File: src/rtl/serial_add_ctrl_pkg.sv
// Shared definitions for the bit-serial adder controller.
package serial_add_ctrl_pkg;

  typedef enum logic [1:0] {
    ST_IDLE = 2'd0,
    ST_RUN  = 2'd1,
    ST_DONE = 2'd2
  } state_t;

endpackage

File: src/rtl/fa_mux.sv
// 1-bit full adder built from 2:1 muxes steered by the propagate term.
module fa_mux (
  input  logic a,
  input  logic b,
  input  logic cin,
  output logic sum,
  output logic cout
);

  logic p;

  assign p    = a ^ b;
  // When propagating, carry passes through; otherwise a==b decides generate/kill.
  assign sum  = p ? ~cin : cin;
  assign cout = p ? cin  : a;

endmodule

File: src/rtl/serial_add_ctrl.sv
// Bit-serial WIDTH-bit adder: one shared fa_mux, LSB first, start/busy/done handshake.
module serial_add_ctrl
  import serial_add_ctrl_pkg::*;
#(
  parameter int WIDTH = 8
) (
  input  logic             clk,
  input  logic             rst,
  input  logic             start,
  input  logic [WIDTH-1:0] a,
  input  logic [WIDTH-1:0] b,
  input  logic             cin,
  output logic             busy,
  output logic             done,
  output logic [WIDTH-1:0] sum,
  output logic             cout
);

  localparam int CW = $clog2(WIDTH);
  localparam logic [CW-1:0] LAST = CW'(WIDTH - 1);

  state_t           state;
  logic [WIDTH-1:0] sh_a;
  logic [WIDTH-1:0] sh_b;
  logic [WIDTH-1:0] res;
  logic             carry;
  logic [CW-1:0]    cnt;
  logic             fa_sum;
  logic             fa_cout;

  fa_mux u_fa (
    .a    (sh_a[0]),
    .b    (sh_b[0]),
    .cin  (carry),
    .sum  (fa_sum),
    .cout (fa_cout)
  );

  always_ff @(posedge clk or posedge rst) begin
    if (rst) begin
      state <= ST_IDLE;
      sh_a  <= '0;
      sh_b  <= '0;
      res   <= '0;
      carry <= 1'b0;
      cnt   <= '0;
      busy  <= 1'b0;
      done  <= 1'b0;
      sum   <= '0;
      cout  <= 1'b0;
    end else begin
      done <= 1'b0;
      case (state)
        // DONE accepts a new start exactly like IDLE, giving back-to-back adds.
        ST_IDLE, ST_DONE: begin
          if (start) begin
            sh_a  <= a;
            sh_b  <= b;
            carry <= cin;
            cnt   <= '0;
            res   <= '0;
            busy  <= 1'b1;
            state <= ST_RUN;
          end else begin
            state <= ST_IDLE;
          end
        end
        ST_RUN: begin
          sh_a  <= {1'b0, sh_a[WIDTH-1:1]};
          sh_b  <= {1'b0, sh_b[WIDTH-1:1]};
          res   <= {fa_sum, res[WIDTH-1:1]};
          carry <= fa_cout;
          cnt   <= cnt + 1'b1;
          if (cnt == LAST) begin
            sum   <= {fa_sum, res[WIDTH-1:1]};
            cout  <= fa_cout;
            busy  <= 1'b0;
            done  <= 1'b1;
            state <= ST_DONE;
          end
        end
        default: begin
          busy  <= 1'b0;
          state <= ST_IDLE;
        end
      endcase
    end
  end

endmodule

File: config.mk
export PLATFORM = sky130hd
export DESIGN_NAME = serial_add_ctrl
export DESIGN_NICKNAME = d
export VERILOG_FILES = /design/src/rtl/serial_add_ctrl_pkg.sv /design/src/rtl/fa_mux.sv /design/src/rtl/serial_add_ctrl.sv
export SDC_FILE = /design/constraint.sdc
export NUM_CORES = 1
export LEC_CHECK = 0
export ABC_AREA = 1
export CORE_AREA = 2 2 63 65
export DETAILED_ROUTE_END_ITERATION = 8
export DIE_AREA = 0 0 65 67
export GPL_ROUTABILITY_DRIVEN = 0
export PLACE_DENSITY = 0.7
export SLEW_MARGIN = 40
export SYNTH_ARGS = -nofsm -noshare
export SYNTH_HDL_FRONTEND = slang
export SYNTH_SLANG_ARGS = --single-unit
File: constraint.sdc
create_clock -name clk -period 2.6 [get_ports clk]
set_clock_uncertainty 0.2 [all_clocks]
set_input_delay 0.39 -clock clk [delete_from_list [all_inputs] [get_ports clk]]
set_output_delay 0.39 -clock clk [all_outputs]
set_load 0.05 [all_outputs]
### Yosys cells after proc, flatten, opt, wreduce, memory -nomap -nowiden

Cells that the tools add are included.
W data, S select, Z words.

| storage, ports and cells | value |
|---|---|
| latch bits | 0 |
| flip-flop bits (word level) | 41 |
| memories | 0 |
| memory bits (writable) | 0 |
| memory bits (read-only) | 0 |

| operators by class | value |
|---|---|
| div/mod/pow operators | 0 |
| muxes and demuxes | 20 |
| bitwise logic cells | 2 |
| magnitude comparators | 0 |
| eq/ne operators | 5 |
| reduce and logical (&&, ||, !) cells | 6 |
| shift operators | 0 |
| add/subtract/negate cells | 1 |
| multipliers | 0 |

Operators by type and width:

| operator | number |
|---|---|
| $pmux W8 S2 | 3 |
| $mux W8 | 3 |
| $mux W1 | 8 |
| $pmux W3 S2 | 1 |
| $reduce_and A2 Y1 | 3 |
| $ne A2 B2 Y1 const B | 2 |
| $pmux W1 S2 | 2 |
| $pmux W2 S2 | 1 |
| $add A3 B1 Y3 const B | 1 |
| $eq A3 B3 Y1 const B | 1 |
| $mux W3 | 1 |
| $eq A2 B1 Y1 const B | 1 |
| $eq A2 B2 Y1 const B | 1 |
| $logic_not A2 Y1 | 1 |
| $mux W2 | 1 |
| $reduce_bool A2 Y1 | 1 |
| $reduce_or A2 Y1 | 1 |
| $not A1 Y1 | 1 |
| $xor A1 B1 Y1 | 1 |

### Depth between registers and ports, before layout

Gate-level depths: netlist (run 1).

| logic depth | value |
|---|---|
| word-level depth | 4 |
| depth in mapped cells | 7 |

### Hierarchy

From an unflattened synthesis (run 1), not the netlist that was laid out.

| unflattened totals | value |
|---|---|
| cell total of the unflattened synthesis | 234 |
| area, all modules | 1974.4 um2 |

Modules (own cells, without submodules):

| module | times used | area each (um2) | cells each |
|---|---|---|---|
| serial_add_ctrl | 1 | 1928.1 | 224 |
| fa_mux | 1 | 46.3 | 10 |

### Worst setup path before layout (run 1)

Ideal clock, no wire load.

| timing path | value |
|---|---|
| path kind | register to register |
| from | register cnt[0] |
| to | register sum[5] |
| path buffers | 1 |
| period minus slack after synthesis | 1.474 ns |
| data required time | 2.326 ns |
| arrival | 1.200 ns |
| stages on the path, launching flop included | 7 |
| setup slack | 1.126 ns |
| cells stage by stage | dfrtp_1 -> ha_1 -> ha_1 -> nand2_2 -> buf_6 -> nand2_1 -> o21ai_2 |

| on the way | value |
|---|---|
| longest elaborated chain between the ends | 2 |

Ends and longest elaborated chain:

| item | RTL line | text |
|---|---|---|
| start: declaration | serial_add_ctrl.sv:27 | `logic [CW-1:0] cnt;` |
| start signal: assignment | serial_add_ctrl.sv:73 | `cnt <= cnt + 1'b1;` |
| $eq A3 B3 Y1 | serial_add_ctrl.sv:74 | `if (cnt == LAST) begin` |
| $reduce_and A2 Y1 (no source line) | -- |  |
| end signal: assignment | serial_add_ctrl.sv:75 | `sum <= {fa_sum, res[WIDTH-1:1]};` |
| end: declaration | serial_add_ctrl.sv:15 | `output logic [WIDTH-1:0] sum,` |

No other way between the ends.
A chain may end at the register's enable or synchronous reset.

### Worst setup path after layout (run 1)

| timing path | value |
|---|---|
| from | register busy |
| to | output busy |

RTL lines:

| item | RTL line | text |
|---|---|---|
| start: declaration | serial_add_ctrl.sv:13 | `output logic busy,` |
| start signal: assignment | serial_add_ctrl.sv:47 | `busy <= 1'b0;` |
| start signal: assignment | serial_add_ctrl.sv:62 | `busy <= 1'b1;` |
| start signal: assignment | serial_add_ctrl.sv:77 | `busy <= 1'b0;` |

No word-level cell between the ends.

==> summary.md, run 1 <==
| Metric | Value |
|---|---|
| Status | completed |
| Cts hold-fix bufs | 0 |
| Core Region | between 3000 and 4000 sq um |
| Syn Inst Count | roughly 180 |
| Grt ovf | 0 |
| Terminus of the critical flop-to-flop path | sum[7] |
| Worst hold path class | reg -> reg |
| Setup Buffers After CTS | 0 |
| Total GRT Usage | 0.165 |
| Via Count | between 1k and 1.5k |
| CTS tree | done |
| WP buf/inv | 1 |
| Sequential power share | 0.385 |
| Arrival time at the worst endpoint | about 1.5 ns |
| Clock power frac | 0.151 |
| CP max-delay cell | clkdlybuf4s50_1 |
| Reg2reg path depth | 6 |
| Die span in y | approximately 67 um |
| Slew headroom | 0.665 |
| Die width | roughly 65 um |
| Layout cells sized above 1 | 0.0926 |
| Primary FF master, synth | dfrtp_1 |
| Family with the most delay on the worst path | buffers and inverters |
| Crit path max fanout | 2 |
| First-pass GRT wire length | between 5000 and 6000 um |
| Root buffer cell | clkbuf_8 |
| Max Slew Vio Count | 0 |
| FF+latch count, synth | 40 |
| YS warnings | 0 |
| # H-tree levels | 2 |
| Internal power | 0.00156 W |
| Post-DRT Antenna Nets | 0 |
| Max cap viols | 0 |
| DRC | 0 |
| Num CTS Buffers | 5 |
| DRT Wirelength | 3060 um |
| Placed inst area | approximately 2000 sq um |
| Post-cts gate resize count | 0 |
| Slowest stage delay, CP | 0.81 ns |
| Clock slew at the register clock pins of the worst setup and hold paths | approximately 0.07 ns |
| Async SR Flop Fraction | 1.00 |
| Share of the synthesized area in the top cell type | 0.595 |
| Sw frac | 0.427 |
| Clk_lat worst skew | between 0.2 and 0.3 ns |
| Nets | 237 |
| Dpl hpwl | between 2000 and 2500 um |
| Post-Syn Area | around 1700 sq um |
| LEAKAGE | 1.02 nW |
| Rows | 22 |
| Area grow syn2layout | 25.1% |
| Largest net degree at the start of global routing | between 40 and 50 |
| Setup_tns | 0 ns |
| Hold Path Sink | sum[0] |
| Cell Pwr Density | around 1300 nW/um^2 |
| Mapped Avg Cell Area | about 9 sq um |
| CTS Sinks | 40 |
| Antenna cells | 0 |
| Area of the die | approximately 4400 sq um |
| Largest buffer count on any clock path | 2 |
| Post-synth EDFFs | 0 |
| Initial Utilization | 0.467 |
| Final Critical Period | around 2.1 ns |
| FF-to-FF setup slack | 0.89 ns |
| Initial drt markers | 47 |
| WL/cell | around 12 um |
| Synth area leader | dfrtp_1 |
| Post-route cell area | approximately 2100 sq um |
| Min-Delay Startpoint | sum[0] |
| Crit path cell chain | clkdlybuf4s50_1 |
| Crit Reg-Reg Startpoint | cnt[0] |
| Number of global-route vias before repair | ~1.2k |
| Top post-synthesis cells by area | dfrtp_1, nor2_1, nand2_1 |
| Final Hold Vio Count | 0 |
| CP Capture Type | output pin |
| Seq/Total Area, Yosys | 0.595 |
| Unique masters post-synth | 19 |
| Setup CP Type | reg -> out |
| IO Count | 31 |
| Power share of the combinational group | 0.464 |
| Syn nets | a little over 200 |
| Fmax | 0.484 GHz |
| Post-DR vias/cell | approximately 4.9 |
| Switching pwr | roughly 0.0012 W |
| VDD IR max | 592 uV |
| Hold depth | 2 |
| Non-Filler Instances | 264 |
| Worst Max-Slew Pin Slew | 0.500 ns |
| Port bufs | 30 |
| Final number of setup-violating endpoints | 0 |
| Commonest cells post-synth | nor2_1, dfrtp_1, nand2_1 |
| RSZ-0062 raised after global routing | no |
| Initial antenna violation count | 0 |
| TritonRoute pass-1 iters | 4 |
| Critical Path RT | between 2 and 2.5 ns |
| Placed insts | approximately 260 |
| Top-count cell post-synth | nor2_1 |
| Final Cycle Share | 0.794 |
| Startpoint class of the critical path | flop |
[area by class of cell]
type | instances | area (sq um)
Fill cell | 337 | 1500
Sequential cell | 40 | 1000
Multi-Input combinational cell | 118 | 571
Timing Repair Buffer | 32 | 315
Clock buffer | 8 | 90.1
Inverter | 18 | 67.6
Tap cell | 48 | 60.1
[registers in the layout, indices dropped and copies added (netlist names)]
signal and flops:
state 2, busy 1, cout 1, sh_a 8
done 1, cnt 3, res 7, sh_b 8
sum 8, carry 1
[metal layers]
layer	vias to the layer above	GRT usage	part of all wire
met5	-	0	0
met4	0	0.0798	0.0069
met3	2	0.0574	0.050
met2	38	0.280	0.50
met1	606	0.186	0.45
li1	645	-	-
[cells by family after synthesis]
kind of cell | share of synthesized area
AO/OA/AOI/OAI | 0.0870
adder cells (fa/ha/maj) | 0.0149
buffers and inverters | 0.0662
flip-flops | 0.595
AND/OR/NAND/NOR | 0.237
[worst max path at each step]
stage / from / endpoint / slack [ns] / depth (start not counted)
global route: busy / busy / 0.50 / 1
detailed placement: start / sh_a[6] / 0.65 / 5
floorplan: rst / busy / 1.09 / 1
global placement: start / res[7] / 0.68 / 6
CTS: busy / busy / 0.52 / 1
finish: busy / busy / 0.54 / 1
[through the flow]
stage / worst slack [ns] / power (W) / utilization / hold WS, ns
after CTS: 0.523 / 0.00277 / 0.584 / 0.287
after floorplan: 1.09 / 0.00201 / - / 0.246
final: 0.535 / 0.00273 / 0.584 / 0.281
after global routing: 0.497 / 0.00296 / 0.584 / 0.302
after detailed placement: 0.655 / 0.00234 / 0.559 / 0.269
after global placement: 0.683 / 0.00228 / 0.559 / 0.263
[cell usage in the layout (no fill, tap or decap)]
cell type        synthesis  layout
nor2_4                   1       1
buf_4                    3       2
clkbuf_8                 0       6
nand2_2                  1       1
o21ai_0                  7       7
dfrtp_1                 40      40
o211ai_1                 1       1
nand2_4                  2       2
clkdlybuf4s50_1          0      30
a21oi_1                  1       1
nor2_1                  42      42
clkbuf_1                 0       2
inv_2                    1       1
nand2_1                 31      31
o21ai_2                  7       7
ha_1                     2       2
nand3_1                  5       5
nor3_1                  12      12
o22ai_1                  6       6
inv_1                   17      17
[power by group through the flow]
stage,combinational [W],sequential (W),clock (W)
floorplan,0.000723,0.00129,0
global placement,0.00124,0.00104,0
detailed placement,0.00128,0.00106,0
CTS,0.00128,0.00105,0.000430
global route,0.00142,0.00108,0.000464
finish,0.00126,0.00105,0.000411
Power figures use the tool's default switching activity.
==> run 2, diff against run 1 <==
==> constraint.sdc (replaced) <==
create_clock -name clk -period 1.9 [get_ports clk]
set_clock_uncertainty 0.2 [all_clocks]
set_input_delay 0.285 -clock clk [delete_from_list [all_inputs] [get_ports clk]]
set_output_delay 0.285 -clock clk [all_outputs]
set_load 0.05 [all_outputs]
==> run 2 against run 1 <==
  * Global-route usage shrank 0.15 points
  * Combinational power grew 38%
  * Critical path depth grew 5
  * Sequential share of layout area shrank 0.14 points
  * First-iteration DRC count grew 51%
  * Cell count grew 0.38%
  * Via count shrank 1.1%
  * Core utilization grew 0.17 points
  * Design area grew 0.30%
  * Sequential power grew 37%
  * Total power grew 38%
  * Clock power grew 43%
  * Critical path type is now reg -> reg
==> summary.md, run 2 (same netlist as run 1, synthesis figures left out) <==
| Metric | Value |
|---|---|
| Status | completed (unchanged) |
| Biggest regs | sh_a (8), sh_b (8), sum (8) (unchanged) |
| Antenna cells | 0 (unchanged) |
| Largest net degree at the start of global routing | 41 (unchanged) |
| CTS Sinks | 40 (unchanged) |
| Worst hold path class | in -> async (was reg -> reg) |
| CTS tree | done (unchanged) |
| LEAKAGE | 1.05 nW (was 1.02 nW) |
| Total GRT Usage | 0.164 (was 0.165) |
| Max Slew Vio Count | 0 (unchanged) |
| TritonRoute pass-1 iters | 4 (unchanged) |
| DRC | 0 (unchanged) |
| Post-cts gate resize count | 0 (unchanged) |
| Setup_tns | 0 ns (unchanged) |
| Sequential power share | 0.382 (was 0.385) |
| Root buffer cell | clkbuf_8 (unchanged) |
| WP buf/inv | 1 (unchanged) |
| Worst setup margin | 0.355 ns (was 0.535 ns) |
| Post-DR vias/cell | 4.82 (was 4.89) |
| Worst Setup SP | cnt[0] (was busy) |
| Most frequent cells in the layout | nor2_1, dfrtp_1, nand2_1, clkdlybuf4s50_1, inv_1 (unchanged) |
| Nets | 239 (was 237) |
| Commonest non-fill, non-tap cell in the layout | nor2_1 (unchanged) |
| Clock power frac | 0.156 (was 0.151) |
| Critical path depth | 6 (was 1) |
| Port bufs | 30 (unchanged) |
| Switching pwr | 0.00161 W (was 0.00116 W) |
| CP max-delay cell | dfrtp_1 (was clkdlybuf4s50_1) |
| Final number of setup-violating endpoints | 0 (unchanged) |
| Clock slew at the register clock pins of the worst setup and hold paths | 0.07 ns (about the same) |
| Crit Reg-Reg Startpoint | cnt[0] (unchanged) |
| Number of global-route vias before repair | 1,276 (was 1,232) |
| Sw frac | 0.428 (was 0.427) |
| Arrival time at the worst endpoint | 1.55 ns (was 1.47 ns) |
| First-pass GRT wire length | 5400 um (was 5280 um) |
| Terminus of the critical flop-to-flop path | sum[0] (was sum[7]) |
| Setup CP Type | reg -> reg (was reg -> out) |
| Internal power | 0.00215 W (was 0.00156 W) |
| Slew headroom | 0.664 (was 0.665) |
| Power share of the combinational group | 0.462 (was 0.464) |
| # H-tree levels | 2 (unchanged) |
| FF-to-FF setup slack | 0.35 ns (was 0.89 ns) |
| Grt ovf | 0 (unchanged) |
| Core Region | 3610 sq um (unchanged) |
| Cts hold-fix bufs | 0 (unchanged) |
| Startpoint class of the critical path | flop (unchanged) |
| Area of the die | 4360 sq um (unchanged) |
| Critical Path RT | 1.90 ns (was 2.01 ns) |
| Clk_lat worst skew | 0.28 ns (was 0.29 ns) |
| Crit path cell chain | ha_1 > ha_1 > nand2_2 > buf_12 > nand2_1 > o21ai_2 (was clkdlybuf4s50_1) |
| Critical Path Sink | sum[0] (was busy) |
| CP Capture Type | flop (was output pin) |
| Tot Pwr | 0.00376 W (was 0.00273 W) |
| Final Hold Vio Count | 0 (unchanged) |
| Final Critical Period | ~1.5 ns |
| Worst Max-Slew Pin Slew | 0.504 ns (was 0.500 ns) |
| IO Count | 31 (unchanged) |
| Family with the most delay on the worst path | adder cells (was buffers and inverters) |
| Post-DRT Antenna Nets | 0 (unchanged) |
| VDD IR max | 683 uV (was 592 uV) |
| Fmax | ~0.65 GHz |
| Layout cells sized above 1 | 0.157 (was 0.0926) |
| Via Count | 1,277 (was 1,291) |
| Die span in y | 67 um (unchanged) |
| Reg2reg path depth | 6 (unchanged) |
| Largest buffer count on any clock path | 2 (unchanged) |
| Die width | 65 um (unchanged) |
| Setup Buffers After CTS | 0 (unchanged) |
| Pre-CTS setup slack | 0.178 ns (was 0.655 ns) |
| Rows | 22 (unchanged) |
| Num CTS Buffers | 5 (unchanged) |
| Initial antenna violation count | 0 (unchanged) |
| DRT Wirelength | 3180 um (was 3060 um) |
| RSZ-0062 raised after global routing | no (unchanged) |
| Final Cycle Share | 0.813 |
| Initial drt markers | 71 (was 47) |
| Initial Utilization | 0.467 (unchanged) |
| Cell Pwr Density | 1780 nW/um^2 (was 1290 nW/um^2) |
| Max cap viols | 0 (unchanged) |
| Crit path max fanout | 16 (was 2) |
| Slowest stage delay, CP | 0.41 ns (was 0.81 ns) |
| WL/cell | 12.0 um (was 11.6 um) |
| Area grow syn2layout | 25.4% (was 25.1%) |
| Crit-path most repeated cell | ha_1 |
| Dpl hpwl | 2250 um (was 2150 um) |
-- run 2: stage by stage --
step | instance area [sq um] | util | hold slack [ns] | std cells
5_1_grt | 2110 | 0.585 | 0.262 | 265
2_1_floorplan | 1680 | - | 0.229 | 182
3_5_place_dp | 2010 | 0.559 | 0.270 | 258
4_1_cts | 2110 | 0.585 | 0.244 | 265
6_report | 2110 | 0.585 | 0.222 | 265
3_3_place_gp | 2010 | 0.559 | 0.263 | 258
-- run 2: layer usage --
metal | track usage | wire length [um]
met3 | 0.0355 | 128
met5 | 0 | 0
met2 | 0.309 | 1610
met4 | 0.0638 | 25
met1 | 0.177 | 1410
-- run 2: layout make-up --
type | instances | area (sq um)
clock buffers | 7 | 96.3
fillers | 345 | 1500
inverters | 18 | 67.6
multi-input cells | 118 | 571
flip-flops and latches | 40 | 1000
well taps | 48 | 60.1
repair buffers | 34 | 315
-- run 2: power groups by stage --
| stage | clock network (W) | logic, W | registers [W] |
|---|---|---|---|
| detailed placement | 0 | 0.00175 | 0.00145 |
| floorplan | 0 | 0.000989 | 0.00176 |
| global route | 0.000649 | 0.00193 | 0.00148 |
| finish | 0.000586 | 0.00174 | 0.00144 |
| global placement | 0 | 0.00169 | 0.00143 |
| CTS | 0.000608 | 0.00176 | 0.00144 |
-- run 2: worst min-delay path: stages --
cell and delay (ns):
clkdlybuf4s50_1 0.39, inv_1 0.05, buf_4 0.42
-- run 2: worst min-delay path by stage --
stage / start / to / slack, ns / cells past startpoint
floorplan: a[6] / sh_a[6] / 0.23 / 2
global placement: cnt[2] / cnt[2] / 0.26 / 2
detailed placement: sum[3] / sum[3] / 0.27 / 2
CTS: rst / sh_a[1] / 0.24 / 3
global route: rst / sh_b[3] / 0.26 / 3
finish: rst / sh_b[2] / 0.22 / 3
==> run 3, diff against run 2 <==
==> constraint.sdc (replaced) <==
create_clock -name clk -period 1.6 [get_ports clk]
set_clock_uncertainty 0.2 [all_clocks]
set_input_delay 0.24 -clock clk [delete_from_list [all_inputs] [get_ports clk]]
set_output_delay 0.24 -clock clk [all_outputs]
set_load 0.05 [all_outputs]
==> run 3 against run 2 <==
  * Combinational power up 39%
  * Design area grew 7.9%
  * Core utilization grew 4.6 points
  * Critical endpoint is now sum[4]
  * Register-to-register slack worse by 0.28 ns
==> summary.md, run 3 (same netlist as run 1, synthesis figures left out) <==
| Metric | Value |
|---|---|
| CTS tree | done (unchanged) |
| Status | completed (unchanged) |
| CTS Sinks | 40 (unchanged) |
| Family with the most delay on the worst path | adder cells (unchanged) |
| Die span in y | 67 um (unchanged) |
| DRT Wirelength | 3300 um (was 3180 um) |
| Critical Path RT | 1.62 ns (was 1.90 ns) |
| Fmax | 0.656 GHz (was 0.647 GHz) |
| Slowest stage delay, CP | 0.40 ns (was 0.41 ns) |
| Crit path cell chain | ha_1 > ha_1 > nand2_4 > clkbuf_16 > nand2_1 > o21ai_2 (was ha_1 > ha_1 > nand2_2 > buf_12 > nand2_1 > o21ai_2) |
| Layout cells sized above 1 | 0.161 (was 0.157) |
| Port bufs | 30 (unchanged) |
| Root buffer cell | clkbuf_8 (unchanged) |
| Cell Pwr Density | 2100 nW/um^2 (was 1780 nW/um^2) |
| WP buf/inv | 1 (unchanged) |
| Final Critical Period | 1.53 ns (was 1.55 ns) |
| Cts hold-fix bufs | 0 (unchanged) |
| CP max-delay cell | dfrtp_1 (unchanged) |
| Slew headroom | 0.830 (was 0.664) |
| DRC | 0 (unchanged) |
| Biggest regs | sh_a (8), sh_b (8), sum (8) (unchanged) |
| Final number of setup-violating endpoints | 0 (unchanged) |
| Critical path depth | 6 (unchanged) |
| Terminus of the critical flop-to-flop path | sum[4] (was sum[0]) |
| Initial antenna violation count | 0 (unchanged) |
| Worst hold path class | in -> async (unchanged) |
| Clock slew at the register clock pins of the worst setup and hold paths | 0.07 ns (about the same) |
| Initial drt markers | 53 (was 71) |
| Clk_lat worst skew | 0.28 ns (about the same) |
| Largest buffer count on any clock path | 2 (unchanged) |
| Final Hold Vio Count | 0 (unchanged) |
| Number of global-route vias before repair | 1,296 (was 1,276) |
| # H-tree levels | 2 (unchanged) |
| Nets | 242 (was 239) |
| Worst Max-Slew Pin Slew | 0.255 ns (was 0.504 ns) |
| Final Cycle Share | 0.953 (was 0.813) |
| Post-DRT Antenna Nets | 0 (unchanged) |
| Reg area | 1000 sq um (unchanged) |
| Dpl hpwl | 2400 um (was 2250 um) |
| WL/cell | 12.4 um (was 12.0 um) |
| Die width | 65 um (unchanged) |
| IO Count | 31 (unchanged) |
| Via Count | 1,311 (was 1,277) |
| First-pass GRT wire length | 5430 um (was 5400 um) |
| Area of the multi-input gates | 576 sq um (was 571 sq um) |
| LEAKAGE | 1.11 nW (was 1.05 nW) |
| Setup Buffers After CTS | 0 (unchanged) |
| Hold WS | 0.108 ns (was 0.222 ns) |
| Max cap viols | 0 (unchanged) |
| Commonest non-fill, non-tap cell in the layout | nor2_1 (unchanged) |
| Antenna cells | 0 (unchanged) |
| Area grow syn2layout | 35.4% (was 25.4%) |
| Crit Reg-Reg Startpoint | cnt[0] (unchanged) |
| Arrival time at the worst endpoint | 1.54 ns (was 1.55 ns) |
| Num CTS Buffers | 5 (unchanged) |
| FF-to-FF setup slack | 0.07 ns (was 0.35 ns) |
| Largest net degree at the start of global routing | 41 (unchanged) |
| Tot Pwr | 0.00479 W (was 0.00376 W) |
| Crit path max fanout | 8 (was 16) |
| Area of the die | 4360 sq um (unchanged) |
| Fill count | 314 (was 345) |
| Grt ovf | 0 (unchanged) |
| Setup CP Type | reg -> reg (unchanged) |
| Initial Utilization | 0.467 (unchanged) |
| RSZ-0062 raised after global routing | no (unchanged) |
| Most frequent cells in the layout | nor2_1, dfrtp_1, nand2_1, clkdlybuf4s50_1, inv_1 (unchanged) |
| Core Region | 3610 sq um (unchanged) |
| Total GRT Usage | 0.166 (was 0.164) |
| Reg2reg path depth | 6 (unchanged) |
| Rows | 22 (unchanged) |
| TritonRoute pass-1 iters | 4 (unchanged) |
| VDD IR max | 948 uV (was 683 uV) |
| Crit-path most repeated cell | ha_1 (unchanged) |
| CP Capture Type | flop (unchanged) |
| Post-DR vias/cell | 4.93 (was 4.82) |
| Max Slew Vio Count | 0 (unchanged) |
| Startpoint class of the critical path | flop (unchanged) |
## run 3: cell type report
cell class,instances,share of cell area
multi-input combinational,118,0.253
sequential,40,0.439
clock buffer,5,0.0302
inverter,18,0.0297
timing repair buffer,37,0.222
tap,48,0.0264
## run 3: per-stage QoR
stage                     std cells  instance area, sq um  setup WS (ns)  TNS, ns   util
final                           266                  2280         0.0749        0  0.632
after global routing            266                  2280         0.0104        0  0.632
after CTS                       265                  2250         0.0736        0  0.624
after detailed placement        260                  2180        -0.0341   -0.102  0.604
after global placement          260                  2180         0.0165        0  0.604
after floorplan                 182                  1680          0.126        0      -
## run 3: report_power, final
group          internal, W  switching (W)  total [W]
clock             0.000281       0.000304   0.000584
sequential         0.00148       0.000306    0.00178
combinational      0.00104        0.00139    0.00242
total              0.00279        0.00200    0.00479
## run 3: worst register-to-register path, cell delays in order, from the launching register on
cell	delay, ns
dfrtp_1	0.40
ha_1	0.20
ha_1	0.24
nand2_4	0.14
clkbuf_16	0.17
nand2_1	0.06
o21ai_2	0.05
## run 3: worst max-delay path by stage
| stage | from | end | slack (ns) |
|---|---|---|---|
| finish | cnt[0] | sum[4] | 0.07 |
| global route | cnt[0] | sum[4] | 0.01 |
| CTS | cnt[0] | sum[1] | 0.07 |
| detailed placement | start | cnt[1] | -0.03 |
| global placement | start | res[7] | 0.02 |
| floorplan | cnt[0] | sum[5] | 0.13 |
## run 3: layer usage
| layer | GRT usage | vias up | wire length, um |
|---|---|---|---|
| li1 | - | 647 | - |
| met1 | 0.196 | 627 | 1400 |
| met2 | 0.290 | 31 | 1700 |
| met3 | 0.0456 | 6 | 162 |
| met4 | 0.0585 | 0 | 46 |
| met5 | 0 | - | 0 |
## run 3: what timing repair did
item,in CTS,in global routing
gates resized for setup,0,1
endpoints found under the hold margin,0,0
setup endpoints to repair,0,1
